==> src/rtl/debug_loader.sv <==
// debug_loader: byte-serial debug frame decoder.
// Turns CMD / ADDR_HI / ADDR_LO / payload / CHK frames into single-cycle write
// strobes on the instruction memory, data memory or register file debug ports.
// Frames are protected by an XOR checksum and an inter-byte timeout.
//
// Handshake: rx_valid is a one-cycle strobe qualifying rx_data; every strobed
// byte is consumed in the cycle it arrives (no ready/backpressure). Each
// *_debug_we is a one-cycle strobe qualifying its waddr/wdata, with no ready.
module debug_loader #(
  parameter int DATA_W         = 8,
  parameter int D_ADDR_W       = 12,
  parameter int INST_W         = 16,
  parameter int I_ADDR_W       = 12,
  parameter int TIMEOUT_CYCLES = 1000000
) (
  input  logic                clk,
  input  logic                reset_n,
  input  logic                rx_valid,
  input  logic [7:0]          rx_data,
  input  logic                debug_enable,
  output logic                imem_debug_we,
  output logic [I_ADDR_W-1:0] imem_debug_waddr,
  output logic [INST_W-1:0]   imem_debug_wdata,
  output logic                dmem_debug_we,
  output logic [D_ADDR_W-1:0] dmem_debug_waddr,
  output logic [DATA_W-1:0]   dmem_debug_wdata,
  output logic                reg_debug_we,
  output logic [3:0]          reg_debug_waddr,
  output logic [DATA_W-1:0]   reg_debug_wdata,
  output logic                busy,
  output logic                err_pulse,
  output logic [2:0]          err_code,
  output logic [7:0]          frames_ok,
  output logic [2:0]          dbg_state_o
);

  localparam logic [7:0] CMD_IMEM = 8'hA1;
  localparam logic [7:0] CMD_DMEM = 8'hA2;
  localparam logic [7:0] CMD_REG  = 8'hA3;

  localparam logic [2:0] ERR_CMD     = 3'd1;
  localparam logic [2:0] ERR_TIMEOUT = 3'd2;
  localparam logic [2:0] ERR_CHK     = 3'd3;
  localparam logic [2:0] ERR_LOCKED  = 3'd4;

  localparam int              TMO_W    = (TIMEOUT_CYCLES > 2) ? $clog2(TIMEOUT_CYCLES) : 1;
  localparam logic [TMO_W-1:0] TMO_LAST = TMO_W'(TIMEOUT_CYCLES - 1);

  typedef enum logic [2:0] {
    S_IDLE    = 3'd0,
    S_ADDR_HI = 3'd1,
    S_ADDR_LO = 3'd2,
    S_DATA_HI = 3'd3,
    S_DATA_LO = 3'd4,
    S_CHECK   = 3'd5
  } state_t;

  state_t state_q, state_d;

  // Frame capture registers
  logic [7:0]       cmd_q,  cmd_d;
  logic [15:0]      addr_q, addr_d;
  logic [15:0]      data_q, data_d;
  logic [7:0]       chk_q,  chk_d;
  logic [TMO_W-1:0] tmo_q,  tmo_d;

  // Output registers
  logic                imem_we_q,    imem_we_d;
  logic [I_ADDR_W-1:0] imem_waddr_q, imem_waddr_d;
  logic [INST_W-1:0]   imem_wdata_q, imem_wdata_d;
  logic                dmem_we_q,    dmem_we_d;
  logic [D_ADDR_W-1:0] dmem_waddr_q, dmem_waddr_d;
  logic [DATA_W-1:0]   dmem_wdata_q, dmem_wdata_d;
  logic                reg_we_q,     reg_we_d;
  logic [3:0]          reg_waddr_q,  reg_waddr_d;
  logic [DATA_W-1:0]   reg_wdata_q,  reg_wdata_d;
  logic                err_pulse_q,  err_pulse_d;
  logic [2:0]          err_code_q,   err_code_d;
  logic [7:0]          frames_q,     frames_d;

  // Decoded events for the current cycle
  logic cmd_known;
  logic bad_cmd;
  logic timeout_hit;
  logic frame_end;
  logic chk_match;

  assign cmd_known   = (rx_data == CMD_IMEM) || (rx_data == CMD_DMEM) || (rx_data == CMD_REG);
  assign bad_cmd     = (state_q == S_IDLE) && rx_valid && !cmd_known;
  // An arriving byte always wins over an expiring timeout.
  assign timeout_hit = (state_q != S_IDLE) && !rx_valid && (tmo_q == TMO_LAST);
  assign frame_end   = (state_q == S_CHECK) && rx_valid;
  assign chk_match   = (rx_data == chk_q);

  // State register
  always_ff @(posedge clk) begin
    if (!reset_n) begin
      state_q <= S_IDLE;
    end else begin
      state_q <= state_d;
    end
  end

  // Next-state: one step per accepted byte, DATA_HI only for imem frames
  always_comb begin
    state_d = state_q;
    case (state_q)
      S_IDLE:    if (rx_valid && cmd_known) state_d = S_ADDR_HI;
      S_ADDR_HI: if (rx_valid) state_d = S_ADDR_LO;
      S_ADDR_LO: if (rx_valid) state_d = (cmd_q == CMD_IMEM) ? S_DATA_HI : S_DATA_LO;
      S_DATA_HI: if (rx_valid) state_d = S_DATA_LO;
      S_DATA_LO: if (rx_valid) state_d = S_CHECK;
      S_CHECK:   if (rx_valid) state_d = S_IDLE;
      default:   state_d = S_IDLE;
    endcase
    if (timeout_hit) begin
      state_d = S_IDLE;
    end
  end

  // FSM outputs: busy flag and raw state for observation
  always_comb begin
    busy        = (state_q != S_IDLE);
    dbg_state_o = state_q;
  end

  // Frame capture: command, address, payload shift, running XOR, timeout count
  always_comb begin
    cmd_d  = cmd_q;
    addr_d = addr_q;
    data_d = data_q;
    chk_d  = chk_q;
    if (rx_valid) begin
      case (state_q)
        S_IDLE: begin
          if (cmd_known) begin
            cmd_d = rx_data;
            chk_d = rx_data;
          end
        end
        S_ADDR_HI: begin
          addr_d[15:8] = rx_data;
          chk_d        = chk_q ^ rx_data;
        end
        S_ADDR_LO: begin
          addr_d[7:0] = rx_data;
          chk_d       = chk_q ^ rx_data;
        end
        S_DATA_HI, S_DATA_LO: begin
          data_d = {data_q[7:0], rx_data};
          chk_d  = chk_q ^ rx_data;
        end
        default: ;
      endcase
    end
    if (state_q == S_IDLE || rx_valid || timeout_hit) begin
      tmo_d = '0;
    end else begin
      tmo_d = tmo_q + TMO_W'(1);
    end
  end

  // Commit and error reporting, registered so strobes appear the cycle after the byte
  always_comb begin
    imem_we_d    = 1'b0;
    dmem_we_d    = 1'b0;
    reg_we_d     = 1'b0;
    imem_waddr_d = imem_waddr_q;
    imem_wdata_d = imem_wdata_q;
    dmem_waddr_d = dmem_waddr_q;
    dmem_wdata_d = dmem_wdata_q;
    reg_waddr_d  = reg_waddr_q;
    reg_wdata_d  = reg_wdata_q;
    err_pulse_d  = 1'b0;
    err_code_d   = err_code_q;
    frames_d     = frames_q;
    if (bad_cmd) begin
      err_pulse_d = 1'b1;
      err_code_d  = ERR_CMD;
    end
    if (timeout_hit) begin
      err_pulse_d = 1'b1;
      err_code_d  = ERR_TIMEOUT;
    end
    if (frame_end) begin
      if (!chk_match) begin
        err_pulse_d = 1'b1;
        err_code_d  = ERR_CHK;
      end else if (!debug_enable) begin
        err_pulse_d = 1'b1;
        err_code_d  = ERR_LOCKED;
      end else begin
        frames_d = frames_q + 8'd1;
        case (cmd_q)
          CMD_IMEM: begin
            imem_we_d    = 1'b1;
            imem_waddr_d = I_ADDR_W'(addr_q);
            imem_wdata_d = INST_W'(data_q);
          end
          CMD_DMEM: begin
            dmem_we_d    = 1'b1;
            dmem_waddr_d = D_ADDR_W'(addr_q);
            dmem_wdata_d = DATA_W'(data_q[7:0]);
          end
          default: begin
            reg_we_d    = 1'b1;
            reg_waddr_d = addr_q[3:0];
            reg_wdata_d = DATA_W'(data_q[7:0]);
          end
        endcase
      end
    end
  end

  // Datapath and output registers
  always_ff @(posedge clk) begin
    if (!reset_n) begin
      cmd_q        <= '0;
      addr_q       <= '0;
      data_q       <= '0;
      chk_q        <= '0;
      tmo_q        <= '0;
      imem_we_q    <= 1'b0;
      imem_waddr_q <= '0;
      imem_wdata_q <= '0;
      dmem_we_q    <= 1'b0;
      dmem_waddr_q <= '0;
      dmem_wdata_q <= '0;
      reg_we_q     <= 1'b0;
      reg_waddr_q  <= '0;
      reg_wdata_q  <= '0;
      err_pulse_q  <= 1'b0;
      err_code_q   <= '0;
      frames_q     <= '0;
    end else begin
      cmd_q        <= cmd_d;
      addr_q       <= addr_d;
      data_q       <= data_d;
      chk_q        <= chk_d;
      tmo_q        <= tmo_d;
      imem_we_q    <= imem_we_d;
      imem_waddr_q <= imem_waddr_d;
      imem_wdata_q <= imem_wdata_d;
      dmem_we_q    <= dmem_we_d;
      dmem_waddr_q <= dmem_waddr_d;
      dmem_wdata_q <= dmem_wdata_d;
      reg_we_q     <= reg_we_d;
      reg_waddr_q  <= reg_waddr_d;
      reg_wdata_q  <= reg_wdata_d;
      err_pulse_q  <= err_pulse_d;
      err_code_q   <= err_code_d;
      frames_q     <= frames_d;
    end
  end

  assign imem_debug_we    = imem_we_q;
  assign imem_debug_waddr = imem_waddr_q;
  assign imem_debug_wdata = imem_wdata_q;
  assign dmem_debug_we    = dmem_we_q;
  assign dmem_debug_waddr = dmem_waddr_q;
  assign dmem_debug_wdata = dmem_wdata_q;
  assign reg_debug_we     = reg_we_q;
  assign reg_debug_waddr  = reg_waddr_q;
  assign reg_debug_wdata  = reg_wdata_q;
  assign err_pulse        = err_pulse_q;
  assign err_code         = err_code_q;
  assign frames_ok        = frames_q;

endmodule

==> config.mk <==
export PLATFORM = sky130hd
export DESIGN_NAME = debug_loader
export DESIGN_NICKNAME = d
export VERILOG_FILES = /design/src/rtl/debug_loader.sv
export SDC_FILE = /design/constraint.sdc
export NUM_CORES = 1
export LEC_CHECK = 0
export BUFFER_PORTS_ARGS = -buffer_cell sky130_fd_sc_hd__clkbuf_2
export CORE_MARGIN = 2
export CORE_UTILIZATION = 60
export DETAILED_ROUTE_END_ITERATION = 6
export GPL_TIMING_DRIVEN = 1
export PLACE_DENSITY = 0.83
export SYNTH_ARGS = -nofsm -noshare
export SYNTH_HDL_FRONTEND = slang
export SYNTH_SLANG_ARGS = --single-unit
==> constraint.sdc <==
create_clock -name clk -period 4.41 [get_ports clk]
set_clock_uncertainty 0.2 [all_clocks]
set_input_delay 0.441 -clock clk [delete_from_list [all_inputs] [get_ports clk]]
set_output_delay 0.441 -clock clk [all_outputs]
set_load 0.005 [all_outputs]
---- After elaboration in Yosys (flattened, before gate mapping) ----
Cells that the tools add are included.
word-level totals
  register bits ........................... 142
  bits in latches ......................... 0
  memory bits (writable) .................. 0
  ROM bits ................................ 0
  bits of input ports ..................... 12
  memories kept ........................... 0
cells by class
  add/subtract/negate cells ............... 2
  multiply operators ...................... 0
  div/mod/pow operators ................... 0
  magnitude comparators ................... 0
  equality and inequality tests ........... 19
  shifts and indexed selects .............. 0
  mux-type cells .......................... 23
  bitwise logic cells ..................... 3
  reductions and logical operators ........ 31
operator list
  operator                                                                count
  8-bit equality test (second input constant)                             5
  3-bit 2-to-1 mux                                                        12
  20-bit by 1-bit adder with 20-bit output (second input constant)        1
  20-bit equality test (second input constant)                            1
  3-bit one-hot mux with 6 select lines                                   1
  8-bit one-hot mux with 2 select lines                                   1
  4-bit AND reduction                                                     4
  2-bit inequality test (second input constant)                           7
  3-bit AND reduction                                                     3
  8-bit by 1-bit adder with 8-bit output (second input constant)          1
  8-bit equality test                                                     1
  1-bit 2-to-1 mux                                                        8
  8-bit 2-to-1 mux                                                        1
  2-bit OR reduction                                                      4
  8-bit bitwise XOR                                                       1
  3-bit by 2-bit equality test with 1-bit output (second input constant)  2
  3-bit equality test (second input constant)                             2
  1-bit logical AND                                                       6
  2-bit AND reduction                                                     3
  6-bit AND reduction                                                     1
  1-bit logical OR                                                        4
  4-bit OR reduction                                                      1
  3-bit by 1-bit equality test with 1-bit output (second input constant)  1
  3-bit zero test                                                         1
  other kinds (4)                                                         6

---- Logic depth before layout (Yosys ltp) ----
Gate-level depths: netlist of the first run.
  depth in word-level cells ............... 10
  depth in mapped cells ................... 8
  depth with buffers taken out ............ 5

---- Worst setup path before layout of the first run ----
OpenSTA, ideal clock, no wires.
  path kind ............................... input to register
  from .................................... input port rx_data[0]
  to ...................................... register imem_waddr_q[0] (netlist: imem_debug_waddr[0])
  library setup time ...................... 72 ps
  data arrival time ....................... 2153 ps
  slack ................................... 1985 ps
  cell stages on the path ................. 8
  buffers on the path ..................... 4
  cells stage by stage .................... buf_2 -> xor2_1 -> or4_4 -> buf_6 -> nor4_4 -> buf_6 -> buf_12 -> mux2i_1
on the way
  cells in the longest elaborated chain, start to end .. 2
ends and longest elaborated chain
  element                        line  RTL
  from (decl)                    19    input logic [7:0] rx_data,
  8-bit equality test            93    assign chk_match = (rx_data == chk_q);
  4-bit AND reduction (no line)  -
  to (signal assigned)           242   imem_waddr_q <= imem_waddr_d;
  to (decl)                      69    logic [I_ADDR_W-1:0] imem_waddr_q, imem_waddr_d;
Every way passes these cells.
A chain may end at the register's enable or synchronous reset.

---- Worst setup path after layout of the first run ----
  from .................................... register cmd_q[3]
  to ...................................... register dmem_waddr_q[4] (netlist: dmem_debug_waddr[4])
on the way
  cells in the longest elaborated chain, start to end .. 2
ends and longest elaborated chain
  element                        line  RTL
  from (decl)                    61    logic [7:0] cmd_q, cmd_d;
  from (signal assigned)         236   cmd_q <= cmd_d;
  8-bit equality test            194   case (cmd_q)
  4-bit AND reduction (no line)  -
  to (signal assigned)           245   dmem_waddr_q <= dmem_waddr_d;
  to (decl)                      72    logic [D_ADDR_W-1:0] dmem_waddr_q, dmem_waddr_d;
Every way passes these cells.

==> flow_summary.toml, run 1 <==
[sta]
slew_violations = 0
final_hold_viol_count = 0
hold_ws_ns = 0.0634
finalSetupTns_ns = 0
finalWorstSetupSlack_ns = 1.59
rsz0062_at_grt = "false"
maxSlewHeadroom_pct = 15.9
period_needed_ns = 2.82
setup_viol = 0
tightest_slew_ns = 1.24
min_period_over_period_pct = 63.9
fmax_mhz = 355

[setup_path]
cpPeakStageDelay_ns = 1.04
crit_arrival_ns = 3.06
path_max_fanout = 20
critPathRequiredTime_ns = 4.65
worstSetupEndpointType = "register"
cpMaxStageDelayCell = "nor4b_1"
timing.reg2reg.setup_slack_ns = 1.59
crit_type = "register to register"
regToRegEndpoint = "dmem_debug_waddr[4]"
cp_cell_sequence = "nor4b_1 -> nand4_1 -> nor4_4 -> buf_4 -> mux2i_1"
worstRegToRegCells = 5
crit_buf_inv = 1
crit_path_start_kind = "register"
crit_family = "simple AND/OR/NAND/NOR gates"
r2r_start = "cmd_q[3]"

[route]
avgViaCountPerCell = 5.77
wl_met2_um = 6940
wl_met1_um = 6040
drt-total-wl_um = 14000
vias = 4974
drt-initial-drc-count = 367
wl_met3_um = 829
top_layer_used = "met4"
routedWlPerCell_um = 16.2
drtPass1Iterations = 5
detail-route-antenna-nets = 0
drc = 0

[yosys]
synth_top_area_share_pct = 47.1
synth-xor-area-share_pct = 2.91
syn_area_per_cell_sq_um = 9.38
yosysTopAreaCell = "dfxtp_1"
synth_area_leaders = "dfxtp_1 47%, mux2i_1 16%, nand2_1 7.3%, nor2_1 2.9%, xor2_1 1.7%"
syn_inst = 643
yosysWarningCount = 0
synth_top_family_by_area = "simple AND/OR/NAND/NOR gates"
synthArstFlopShare_pct = 0
synth_flop_cell = "dfxtp_1"
synth_edf_count = 0
netlist_area_sq_um = 6030
synthMuxAreaShare_pct = 16.3
synth_fa_ha_area_share_pct = 0.415
syn_nets = 657
ys_types = 58
synth-compound-area-share_pct = 6.08
ys_ff_latch = 142
synthSimpleGateAreaFrac_pct = 22.6
synth-seq-area-share_pct = 47.1

[power]
p_leak_nw = 2.71
ir_drop_mv = 0.358
p_total_mw = 2.75
p_per_area_nw_per_um2 = 390

[clocking]
cts_hold_buf = 0
cts_setup_buffers = 0
cts_made_buffers = 17
clk_latency_ns = 0.53
cts_root_buf = "clkbuf_8"
cts_tree = "built"
numClockSinks = 142
cts.repair.resized = 0
htree_levels = 4
path_clk_slew_ns = 0.06
clock_path_buffers = 2

[hold_path]
worstHoldStart = "rx_data[7]"
hold_depth = 3
min_to = "addr_q[7]"
hp-class = "input port to register"

[run]
max-cap-violations = 0

[global_route]
grt_pass1_vias = 4712
grtUsageTotal_pct = 26.2
grt_start_max_net_pins = 71
grt_overflow = 0
antenna_found_initial = 0
grt_pass1_wl_um = 23000

[layout]
final_nets = 730
final_cells = 862
area_growth_syn_to_layout_pct = 16.9
final_area_sq_um = 7050
fin_util_pct = 72.1
diodes = 0
drive_gt1_share_pct = 19.2

[floorplanning]
die-area_sq_um = 10900
die_y_um = 104
core-area_sq_um = 9770
die_w_um = 104
pin_count = 91
rows = 36
start_util_pct = 61.7

[placement]
place_area_sq_um = 6480
portBuffers = 90
numPlacedInstances = 830
gp_congestion = 0.860
dpl.hpwl_um = 9530
place_ws_ns = 1.48

[status]
status = "finished clean"
-- where the power goes --
part           leakage, nW  internal [mW]  total (mW)  switching (mW)
clock network        0.282          0.796        1.35           0.553
registers             1.14           1.29        1.30         0.00794
logic                 1.28         0.0305       0.103          0.0724
-- cells in the final DEF (no fill, tap or decap), drive strengths merged, types with 8 or more instances in the layout --
cell / count
dfxtp: 142
nand2: 118
clkbuf: 109
mux2i: 98
nor2: 46
nor3: 15
o21ai: 14
inv: 14
nand4: 13
xor2: 12
nand3: 12
a21oi: 12
nor4: 11
xnor2: 8
nand2b: 8
or3: 8
clkinv: 8
-- cells by family after synthesis --
family,Yosys count
simple gates,273
xor+xnor,20
fa+ha+maj,2
mux,98
flops,142
compound gates,54
buf+inv,54
-- state kept, by name (all words and copies together) (netlist names), 3 cells and up --
name,count
dmem_debug_waddr,12
dbg_state_o,3
data_q,16
addr_q,12
dmem_debug_wdata,8
cmd_q,8
frames_ok,8
imem_debug_waddr,12
chk_q,8
reg_debug_waddr,4
reg_debug_wdata,8
imem_debug_wdata,16
err_code,3
tmo_q,20
-- worst max-delay path by stage --
stage,start,endpoint,slack [ns],depth (start not counted)
2_1_floorplan,rx_data[0],imem_debug_waddr[0],1.99,8
3_3_place_gp,rx_data[0],reg_debug_wdata[5],1.57,5
3_5_place_dp,rx_data[0],reg_debug_waddr[2],1.48,5
4_1_cts,cmd_q[3],dmem_debug_waddr[2],1.53,5
5_1_grt,cmd_q[3],dmem_debug_wdata[5],1.42,5
6_report,cmd_q[3],dmem_debug_waddr[4],1.59,5
-- worst min-delay path, stage by stage --
cell	delay, ns
clkbuf_2	0.15
mux2i_1	0.09
nor2_1	0.07
-- Yosys cell counts (3+ instances only) --
master,number
nor4_1,8
buf_4,3
nor2_1,46
nand3b_1,4
o311ai_0,5
buf_2,6
nor4b_1,3
mux2i_1,98
or3_1,8
and4_1,3
nand2b_1,8
o21ai_0,13
nand3_1,12
and2_1,3
dfxtp_1,142
nor3b_1,4
or4_1,4
and3_1,7
inv_1,11
o31a_1,3
clkbuf_1,26
nand4_1,13
xor2_1,12
nand2_1,118
a21oi_1,12
buf_6,3
xnor2_1,8
nor3_1,14
-- cell type report --
class / instances / area, sq um
Clock buffer: 20 / 455
Clock inverter: 12 / 110
Fill cell: 715 / 2730
Inverter: 12 / 45.0
Multi-Input combinational cell: 447 / 2930
Sequential cell: 142 / 2840
Tap cell: 133 / 166
Timing Repair Buffer: 96 / 498
-- layer usage --
| metal | track usage (%) | vias to the layer above |
|---|---|---|
| met4 | 9.36 | 0 |
| met2 | 42.9 | 169 |
| met1 | 33.6 | 2389 |
| li1 | - | 2392 |
| met5 | 0 | - |
| met3 | 6.89 | 24 |
Note: power is estimated with default switching activity, not from simulation.
==> inputs of run 2 (changes only) <==
CORE_UTILIZATION = 51   (was 60)
PLACE_DENSITY = 0.76   (was 0.83)
clock period = 2.3 ns   (was 4.41 ns; I/O delays follow)
==> flow_summary.toml, run 2 (synthesized netlist as in run 1, its figures left out) <==
[layout]
n_fill_cell = 889
multi_input_area_sq_um = 2960
drive_gt1_share_pct = 22.6
regMostFlops = "tmo_q"
final_nets = 763
regArea_sq_um = 2840
diodes = 0
final_cells = 905
mostFrequentLayoutCell = "dfxtp_1"
area_growth_syn_to_layout_pct = 22.8
final_cell_mix = "142 x dfxtp_1, 117 x nand2_1, 98 x mux2i_1"
largest_register_ff_count = 20
fin_util_pct = 64.6

[setup_path]
cpMaxStageDelayCell = "dlygate4sd3_1"
path_max_fanout = 14
crit_path_start_kind = "input port"
critPathRequiredTime_ns = 2.44
crit_buf_inv = 4
cpPeakStageDelay_ns = 0.54
crit_type = "input port to register"
regToRegEndpoint = "imem_debug_wdata[15]"
timing.reg2reg.setup_slack_ns = 0.12
crit_family = "buffers and inverters"
worstSetupEndpointType = "register"
r2r_start = "chk_q[1]"
crit_arrival_ns = 2.42
cp_cell_sequence = "dlygate4sd3_1 -> clkbuf_2 -> xnor2_1 -> nand3_1 -> nor4_4 -> buf_4 -> buf_6 -> mux2i_1"
worstRegToRegCells = 6

[clocking]
numClockSinks = 142
clk_latency_ns = 0.42
cts_root_buf = "clkbuf_16"
cts_made_buffers = 17
path_clk_slew_ns = 0.06
clock_path_buffers = 2
cts_tree = "built"
htree_levels = 4

[global_route]
use_met3_pct = 6.48
antenna_found_initial = 0
met2_usage_pct = 36.7
grtUsageTotal_pct = 22.1
grt_pass1_vias = 4776
top_usage_layer = "met2"
grt_start_max_net_pins = 87
use_met1_pct = 28.0
grt_pass1_wl_um = 22700
grt_overflow = 0

[placement]
numPlacedInstances = 867
dpl.hpwl_um = 9600
portBuffers = 90
gp_congestion = 0.817

[sta]
min_period_over_period_pct = 99.3
tightest_slew_ns = 0.435
period_needed_ns = 2.28
slew_violations = 0
final_hold_viol_count = 0
setup_viol = 0
maxSlewHeadroom_pct = 70.9
fmax_mhz = 438

[hold_path]
worstHoldStart = "reset_n"
hold_depth = 2
hp-class = "input port to register"
min_to = "err_code[1]"

[floorplanning]
die-area_sq_um = 12700
start_util_pct = 52.6
core-area_sq_um = 11500
rows = 39
die_y_um = 113
die_w_um = 113
pin_count = 91

[status]
status = "finished clean"

[power]
p_per_area_nw_per_um2 = 722
p_leak_nw = 2.90
ir_drop_mv = 0.495
p_total_mw = 5.35

[route]
avgViaCountPerCell = 5.49
drtPass1Iterations = 5
drc = 0
routedWlPerCell_um = 15.4
drt-initial-drc-count = 380
detail-route-antenna-nets = 0
drt-total-wl_um = 14000
vias = 4967

[run]
max-cap-violations = 0
[run 2: cell count changes in the layout (fill, tap and decap cells not counted), moves of 2 or more]
cell | before | now
inv_6 | 3 | 6
dlygate4sd3_1 | 0 | 4
buf_12 | 0 | 3
buf_4 | 7 | 31
clkbuf_16 | 16 | 18
clkbuf_8 | 4 | 1
[run 2: stage by stage]
stage          setup slack, ns  hold WS [ns]  cell area [sq um]  TNS, ns
2_1_floorplan           0.0861         0.174               6030        0
3_3_place_gp             0.139         0.231               6750        0
3_5_place_dp            0.0707         0.246               6750        0
4_1_cts                 0.0588        0.0104               7360        0
5_1_grt                -0.0329        0.0282               7410  -0.0329
6_report                0.0159        0.0316               7410        0
[run 2: what timing repair did]
| item | CTS | global route |
|---|---|---|
| hold buffers | 4 | 0 |
| setup buffers | 0 | 1 |
| resized for setup | 0 | 5 |
| endpoints found under the setup margin | 0 | 18 |
| endpoints found under the hold margin | 10 | 0 |
[run 2: how the worst max path moves through the flow]
stage	from	end	slack [ns]	cells past startpoint
2_1_floorplan	rx_data[0]	imem_debug_waddr[0]	0.09	8
3_3_place_gp	rx_data[1]	imem_debug_wdata[8]	0.14	6
3_5_place_dp	chk_q[1]	imem_debug_wdata[8]	0.07	5
4_1_cts	chk_q[1]	imem_debug_wdata[8]	0.06	5
5_1_grt	rx_data[4]	imem_debug_wdata[15]	-0.03	8
6_report	rx_data[5]	imem_debug_wdata[15]	0.02	8
[run 2: routing by layer]
| layer | wire, um | part of all wire [%] |
|---|---|---|
| met5 | 0 | 0 |
| met4 | 155 | 1.1 |
| met3 | 695 | 5.0 |
| met2 | 6780 | 49 |
| met1 | 6320 | 45 |
[run 2: worst register-to-register path: cells and delay by family, from the launching register on]
family / cells / cell delay [ns]
xor gates and xnor gates: 1 / 0.17
buffers and inverters: 2 / 0.40
DFF: 1 / 0.32
muxes: 1 / 0.24
and+or+nand+nor: 2 / 0.77
[run 2: cell type report]
| cell class | count | share of cell area (%) |
|---|---|---|
| Sequential cell | 142 | 38.4 |
| Clock buffer | 18 | 5.93 |
| Multi-Input combinational cell | 447 | 39.9 |
| Tap cell | 143 | 2.42 |
| Timing Repair Buffer | 129 | 11.0 |
| Clock inverter | 14 | 1.77 |
| Inverter | 12 | 0.608 |
[run 2: where the power goes]
part	switching (mW)	internal, mW
logic	0.150	0.0872
clock network	1.09	1.53
registers	0.0104	2.47
total	1.25	4.09
